**config.mk**
```make
export PLATFORM = sky130hd
export DESIGN_NAME = sga_game_ctrl
export DESIGN_NICKNAME = d
export VERILOG_FILES = /design/src/rtl/sga_pkg.sv /design/src/rtl/sga_tick_timer.sv /design/src/rtl/sga_game_ctrl.sv
export SDC_FILE = /design/constraint.sdc
export NUM_CORES = 1
export LEC_CHECK = 0
export ABC_AREA = 1
export BUFFER_PORTS_ARGS = -buffer_cell sky130_fd_sc_hd__buf_4
export CAP_MARGIN = 20
export CORE_MARGIN = 3
export CORE_UTILIZATION = 58
export CTS_CLUSTER_SIZE = 40
export DETAILED_ROUTE_END_ITERATION = 8
export GPL_TIMING_DRIVEN = 0
export HOLD_SLACK_MARGIN = 0.06
export PLACE_DENSITY = 0.9
export SLEW_MARGIN = 20
export SYNTH_ARGS = -nofsm -noshare
export SYNTH_HDL_FRONTEND = slang
export SYNTH_SLANG_ARGS = --single-unit
```
**constraint.sdc**
```tcl
create_clock -name clock -period 2.7 [get_ports clock]
set_input_delay 0.135 -clock clock [delete_from_list [all_inputs] [get_ports clock]]
set_output_delay 0.135 -clock clock [all_outputs]
set_load 0.05 [all_outputs]
```
**src/rtl/sga_pkg.sv**
```systemverilog
// rtl/sga_pkg.sv - state encodings and default parameters for the snake game controller
package sga_pkg;

  typedef enum logic [4:0] {
    ST_IDLE              = 5'h00,
    ST_PREPARA           = 5'h01,
    ST_GERA_MACA_INICIAL = 5'h02,
    ST_RENDERIZA         = 5'h03,
    ST_ESPERA            = 5'h04,
    ST_REGISTRA          = 5'h05,
    ST_MOVE              = 5'h06,
    ST_COMPARA           = 5'h07,
    ST_COMEU_MACA        = 5'h08,
    ST_CRESCE            = 5'h09,
    ST_GERA_MACA         = 5'h0A,
    ST_PAUSOU            = 5'h0B,
    ST_FEZ_NADA          = 5'h0C,
    ST_PERDEU            = 5'h0D,
    ST_GANHOU            = 5'h0E,
    ST_PROXIMO_RENDER    = 5'h0F,
    ST_ATUALIZA_MEMORIA  = 5'h10,
    ST_MORREU            = 5'h11
  } state_t;

  localparam int DEF_SIZE_W      = 6;
  localparam int DEF_INIT_SIZE   = 3;
  localparam int DEF_MAX_SIZE    = 32;
  localparam int DEF_LIVES       = 3;
  localparam int DEF_TICK_CYCLES = 1000;
  localparam int DEF_TICK_W      = 10;

  // States that belong to the segment render pass; render_idx survives only here.
  function automatic logic in_render(input state_t s);
    return (s == ST_RENDERIZA) || (s == ST_ATUALIZA_MEMORIA) || (s == ST_PROXIMO_RENDER);
  endfunction

endpackage

```
**src/rtl/sga_tick_timer.sv**
```systemverilog
// rtl/sga_tick_timer.sv - play-tick counter with count/hold/clear control
module sga_tick_timer
  import sga_pkg::*;
#(
  parameter int TICK_CYCLES = DEF_TICK_CYCLES,
  parameter int TICK_W      = DEF_TICK_W
) (
  input  logic clock,
  input  logic restart,
  input  logic count,
  input  logic hold,
  input  logic clear,
  output logic expire
);

  logic [TICK_W-1:0] cnt;

  // Clear wins over count; hold keeps the value frozen across a pause.
  always_ff @(posedge clock or posedge restart) begin
    if (restart) begin
      cnt <= '0;
    end else if (clear) begin
      cnt <= '0;
    end else if (count) begin
      cnt <= cnt + TICK_W'(1);
    end else if (hold) begin
      cnt <= cnt;
    end
  end

  assign expire = (cnt == TICK_W'(TICK_CYCLES - 1));

endmodule

```
**src/rtl/sga_game_ctrl.sv**
```systemverilog
// rtl/sga_game_ctrl.sv - snake game control FSM with size, lives, tick and render counters
module sga_game_ctrl
  import sga_pkg::*;
#(
  parameter int SIZE_W      = DEF_SIZE_W,
  parameter int INIT_SIZE   = DEF_INIT_SIZE,
  parameter int MAX_SIZE    = DEF_MAX_SIZE,
  parameter int LIVES       = DEF_LIVES,
  parameter int TICK_CYCLES = DEF_TICK_CYCLES,
  parameter int TICK_W      = DEF_TICK_W
) (
  input  logic              clock,
  input  logic              restart,
  input  logic              start,
  input  logic              pause,
  input  logic              is_at_apple,
  input  logic              is_at_border,
  input  logic              is_at_body,
  output logic [SIZE_W-1:0] size,
  output logic [2:0]        lives_left,
  output logic [SIZE_W-1:0] render_idx,
  output logic              render_we,
  output logic              register_apple,
  output logic              reset_apple,
  output logic              move,
  output logic              register_dir,
  output logic              finished,
  output logic              won,
  output logic              lost,
  output logic [4:0]        db_state
);

  localparam logic [SIZE_W-1:0] INIT_S = SIZE_W'(INIT_SIZE);
  localparam logic [SIZE_W-1:0] MAX_S  = SIZE_W'(MAX_SIZE);
  localparam logic [2:0]        LIVES_L = 3'(LIVES);

  state_t state;
  state_t next_state;
  logic   tick_expire;
  logic   tick_count;
  logic   tick_hold;
  logic   tick_clear;

  // Tick runs only in an unpaused ESPERA; a pause request freezes it on the same edge.
  always_comb begin
    tick_count = 1'b0;
    tick_hold  = 1'b0;
    tick_clear = 1'b0;
    if (state == ST_ESPERA) begin
      if (pause)            tick_hold  = 1'b1;
      else if (tick_expire) tick_clear = 1'b1;
      else                  tick_count = 1'b1;
    end else if (state == ST_PAUSOU) begin
      tick_hold = 1'b1;
    end else begin
      tick_clear = 1'b1;
    end
  end

  sga_tick_timer #(
    .TICK_CYCLES (TICK_CYCLES),
    .TICK_W      (TICK_W)
  ) u_tick (
    .clock   (clock),
    .restart (restart),
    .count   (tick_count),
    .hold    (tick_hold),
    .clear   (tick_clear),
    .expire  (tick_expire)
  );

  // Next-state selection; collisions take priority over eating an apple.
  always_comb begin
    next_state = state;
    case (state)
      ST_IDLE:              if (start) next_state = ST_PREPARA;
      ST_PREPARA:           next_state = ST_GERA_MACA_INICIAL;
      ST_GERA_MACA_INICIAL: next_state = ST_RENDERIZA;
      ST_RENDERIZA:         next_state = ST_ATUALIZA_MEMORIA;
      ST_ATUALIZA_MEMORIA:  next_state = ST_PROXIMO_RENDER;
      ST_PROXIMO_RENDER:    next_state = (render_idx == size - SIZE_W'(1)) ? ST_ESPERA : ST_RENDERIZA;
      ST_ESPERA: begin
        if (pause)            next_state = ST_PAUSOU;
        else if (tick_expire) next_state = ST_REGISTRA;
      end
      ST_PAUSOU:            if (start) next_state = ST_ESPERA;
      ST_REGISTRA:          next_state = ST_MOVE;
      ST_MOVE:              next_state = ST_COMPARA;
      ST_COMPARA: begin
        if (is_at_border || is_at_body)
          next_state = (lives_left == 3'd1) ? ST_PERDEU : ST_MORREU;
        else if (is_at_apple)
          next_state = ST_COMEU_MACA;
        else
          next_state = ST_FEZ_NADA;
      end
      ST_MORREU:            next_state = ST_PREPARA;
      ST_COMEU_MACA:        next_state = ST_CRESCE;
      ST_CRESCE:            next_state = (size == MAX_S) ? ST_GANHOU : ST_GERA_MACA;
      ST_GERA_MACA:         next_state = ST_RENDERIZA;
      ST_FEZ_NADA:          next_state = ST_RENDERIZA;
      ST_GANHOU, ST_PERDEU: if (start) next_state = ST_PREPARA;
      default:              next_state = ST_IDLE;
    endcase
  end

  // State, counters and strobes; strobes decode the next state so they are glitch-free registers.
  always_ff @(posedge clock or posedge restart) begin
    if (restart) begin
      state          <= ST_IDLE;
      size           <= INIT_S;
      lives_left     <= LIVES_L;
      render_idx     <= '0;
      render_we      <= 1'b0;
      register_apple <= 1'b0;
      reset_apple    <= 1'b0;
      move           <= 1'b0;
      register_dir   <= 1'b0;
      finished       <= 1'b0;
      won            <= 1'b0;
      lost           <= 1'b0;
    end else begin
      state <= next_state;

      if (state == ST_IDLE || state == ST_PREPARA || next_state == ST_PREPARA)
        size <= INIT_S;
      else if (state == ST_COMEU_MACA && size < MAX_S)
        size <= size + SIZE_W'(1);

      if (state == ST_IDLE)
        lives_left <= LIVES_L;
      else if (state == ST_MORREU)
        lives_left <= lives_left - 3'd1;
      else if ((state == ST_GANHOU || state == ST_PERDEU) && next_state == ST_PREPARA)
        lives_left <= LIVES_L;

      if (!in_render(next_state))
        render_idx <= '0;
      else if (state == ST_PROXIMO_RENDER && next_state == ST_RENDERIZA)
        render_idx <= render_idx + SIZE_W'(1);

      render_we      <= (next_state == ST_ATUALIZA_MEMORIA);
      register_apple <= (next_state == ST_GERA_MACA_INICIAL) || (next_state == ST_GERA_MACA);
      reset_apple    <= (next_state == ST_COMEU_MACA);
      move           <= (next_state == ST_MOVE);
      register_dir   <= (next_state == ST_REGISTRA);
      finished       <= (next_state == ST_GANHOU) || (next_state == ST_PERDEU);
      won            <= (next_state == ST_GANHOU);
      lost           <= (next_state == ST_PERDEU);
    end
  end

  assign db_state = state;

endmodule

```
==> flow_metrics.py <==
metrics = {
    "hold_path": {
        "hp-start": "pause",
        "hp-class": "input pin to flop",
    },
    "sta": {
        "slew_violations": 0,
        "slew_headroom_pct": 59.5,
        "clock.fmax_ghz": 0.395,
        "rsz0062_at_grt": "false",
        "tns_ns": 0,
        "setup_violations": 0,
        "period_share_pct": 93.9,
        "setup_slack_ns": 0.166,
        "period_minus_slack_ns": 2.53,
        "tightest_slew_ns": 0.607,
        "hold_viol_final": 0,
        "fin_skew_ns": 0.00500,
    },
    "cells_and_area": {
        "num-fill-cells": 319,
        "seq_area_um2": 956,
        "final_nets": 404,
        "num_antenna_cells": 0,
        "areaGrowthSynthToFinish_pct": 19.1,
        "drive_gt1_share_pct": 24.7,
        "multiInputGateArea_mm2": 0.00132,
    },
    "pwr": {
        "p_seq_share_pct": 27.7,
        "p_switching_w": 0.00141,
        "peakVddDrop_v": 0.000455,
        "p_clk_share_pct": 15.3,
        "p_leak_nw": 1.63,
        "powerDensity_mw_per_mm2": 924,
        "combPwrFrac_pct": 56.9,
        "p_int_w": 0.00136,
        "p_sw_share_pct": 51.0,
    },
    "setup_path": {
        "path_cells": "inv_2 > ha_1 > xor2_1 > nand2_1 > nor2_1 > nand3_2 > o21bai_4 > buf_4 > inv_2 > nand2_1 > xor2_1 > clkinv_1 > nand2_1 > inv_1",
        "crit_top_cell": "nand2_1",
        "worstSetupStartpointType": "flop",
        "r2r_cells": 14,
        "cp_max_fo": 7,
        "timing.rr.start": "size[0]",
        "critPathKind": "flop to flop",
        "cp.arrival_ns": 2.73,
        "r2r_setup_slack_ns": 0.17,
        "crit_path_start": "size[0]",
        "slowest_delay_ns": 0.62,
        "required_ns": 2.90,
        "path_delay_family": "flip-flops",
        "critPathSlowestCell": "dfstp_2",
        "r2r-end": "render_idx[4]",
        "end_kind": "flop",
        "crit_end": "render_idx[4]",
        "path_buf_inv": 5,
        "cp.depth": 14,
    },
    "place": {
        "portBuffers": 34,
        "hpwl_um": 4290,
        "gp_congestion": 0.961,
        "place_ws_ns": 0.228,
    },
    "floorplan": {
        "die_height_um": 71.9,
        "ios": 35,
        "rows": 23,
        "start_util_pct": 61.5,
        "die_w_um": 71.9,
        "coreArea_mm2": 0.00409,
        "die-area_mm2": 0.00516,
    },
    "routing": {
        "first_pass_iters": 4,
        "drt_iter0_drc": 173,
        "vias": 2276,
        "via_per_inst": 5.15,
        "wl_per_cell_um": 12.7,
        "drt_wl_total_um": 5620,
        "ant_nets": 0,
        "drc_errors": 0,
    },
    "yosys": {
        "synth_top_area_cell": "dfrtp_1",
        "ys_seq_elements": 38,
        "synth-seq-area-share_pct": 38.0,
        "synth_top_area_share_pct": 33.8,
        "synth_edf_count": 0,
        "synthCells": 346,
        "synthArstFlopShare_pct": 100,
        "synthDistinctLibCells": 30,
        "synth_area_mm2": 0.00251,
        "netlist_top_cells_area": "dfrtp_1 34%, nand2_1 13%, inv_1 8.1%, nand3_1 7.0%, nor2_1 5.7%",
        "synth_warnings": 0,
        "synth_flop_cell": "dfrtp_1",
        "syn_nets": 359,
        "synth_area_per_cell_um2": 7.27,
    },
    "global_route": {
        "use_met2_pct": 39.1,
        "grt-busiest-layer": "met2",
        "first_global_vias": 2176,
        "antenna_found_initial": 0,
        "grt_remaining_overflow": 0,
        "grt_util_met1_pct": 30.1,
        "track_usage_pct": 23.6,
        "grt_pass1_wl_um": 9590,
        "use_met3_pct": 5.19,
        "grt_max_degree": 24,
    },
    "cts": {
        "cts_tree": "yes",
        "cts_sinks": 38,
        "cts_buffers": 5,
        "path_clk_slew_ns": 0.08,
        "cts_buffer_depth": 2,
        "h-tree-depth": 2,
        "insertion_delay_ns": 0.30,
        "cts_root_buf": "clkbuf_8",
    },
    "status": {
        "status": "finished clean",
    },
    "run": {
        "drv_cap": 0,
    },
}
[synth_stat cells (4+ instances only)]
cell type / number
nand3_1: 35
inv_2: 7
ha_1: 6
nor2_4: 4
inv_1: 54
nor2_2: 11
nand3_2: 6
nand2_1: 85
o21ai_0: 7
dfstp_2: 4
nor3_1: 7
xor2_1: 8
nand2_2: 8
dfrtp_1: 34
nor2_1: 38
a21oi_1: 14
[cell families after synthesis]
family          after synthesis  synth area share [%]
compound gates               26                  6.07
xor+xnor                      8                  2.79
fa+ha+maj                     6                  2.98
buf+inv                      65                  10.1
flops                        38                  38.0
simple gates                203                  40.0
[cells in the final DEF (no fill, tap or decap)]
cell,count
a21oi_1,14
a31oi_1,1
and3_1,1
buf_16,1
buf_4,37
buf_6,1
clkbuf_8,6
clkinv_1,2
clkinv_2,1
clkinvlp_4,1
dfrtp_1,34
dfstp_2,4
dlygate4sd3_1,1
ha_1,6
inv_1,53
inv_2,8
nand2_1,85
nand2_2,8
nand3_1,34
nand3_2,7
nand3_4,2
nand4_1,2
nand4_2,1
nand4_4,1
nor2_1,38
nor2_2,11
nor2_4,4
nor3_1,7
nor3_2,1
nor4_4,1
o2111ai_1,1
o21ai_0,7
o21ai_1,1
o21ai_2,1
o21bai_4,1
xor2_1,8
[worst register-to-register path, stage by stage, from the launching register on]
cell and delay [ns]:
dfstp_2 0.62, inv_2 0.09, ha_1 0.32, xor2_1 0.15
nand2_1 0.06, nor2_1 0.18, nand3_2 0.12, o21bai_4 0.28
buf_4 0.17, inv_2 0.05, nand2_1 0.07, xor2_1 0.16
clkinv_1 0.08, nand2_1 0.06, inv_1 0.04
[metal layers]
metal  vias up  wire length, µm
met5         -                0
met4         0               99
met3        10              383
met2        67             2670
met1      1030             2460
li1       1169                -
[metrics by stage]
step	hold slack, ns	cell area [µm²]	cells	total power [W]	utilization [%]
after floorplan	0.324	2510	346	0.00195	-
after CTS	0.233	2970	440	0.00275	72.6
final	0.235	2990	442	0.00277	73.3
after global placement	0.459	2830	430	0.00227	69.3
after global routing	0.269	2990	442	0.00297	73.3
after detailed placement	0.145	2860	431	0.00231	70.0
[power groups by stage]
| stage | Combinational, W | Sequential, W | Clock, W |
|---|---|---|---|
| CTS | 0.00155 | 0.000768 | 0.000434 |
| finish | 0.00158 | 0.000767 | 0.000425 |
| global route | 0.00174 | 0.000782 | 0.000456 |
| floorplan | 0.000901 | 0.00105 | 0 |
| global placement | 0.00150 | 0.000775 | 0 |
| detailed placement | 0.00154 | 0.000777 | 0 |
[flip-flops by register name, indices dropped and copies added (netlist names)]
register / count
render_idx: 6
lives_left: 3
reset_apple: 1
u_tick.cnt: 10
size: 6
db_state: 5
finished: 1
lost: 1
register_apple: 1
won: 1
move: 1
render_we: 1
register_dir: 1
[layout make-up]
cell class	instances	share of cell area, %
repair buffers	38	10.3
plain buffers	2	0.627
flip-flops and latches	38	31.9
clock inverters	2	0.418
multi-input cells	243	44.0
well taps	50	2.09
clock buffers	6	2.76
inverters	63	7.90
[timing repair]
action                                  CTS  global route
endpoints found under the setup margin    0             4
resized for setup                         0             2
endpoints found under the hold margin    13             0
hold buffers                              1             0
buffers inserted                          0             2
[how the worst min path moves through the flow]
stage,to,slack [ns],cells past startpoint
after global placement,u_tick.cnt[9],0.46,1
final,register_dir,0.23,4
after global routing,register_dir,0.27,4
after detailed placement,u_tick.cnt[7],0.14,2
after CTS,register_dir,0.23,4
after floorplan,db_state[0],0.32,1
No activity file was read; power rests on OpenSTA's default activity.
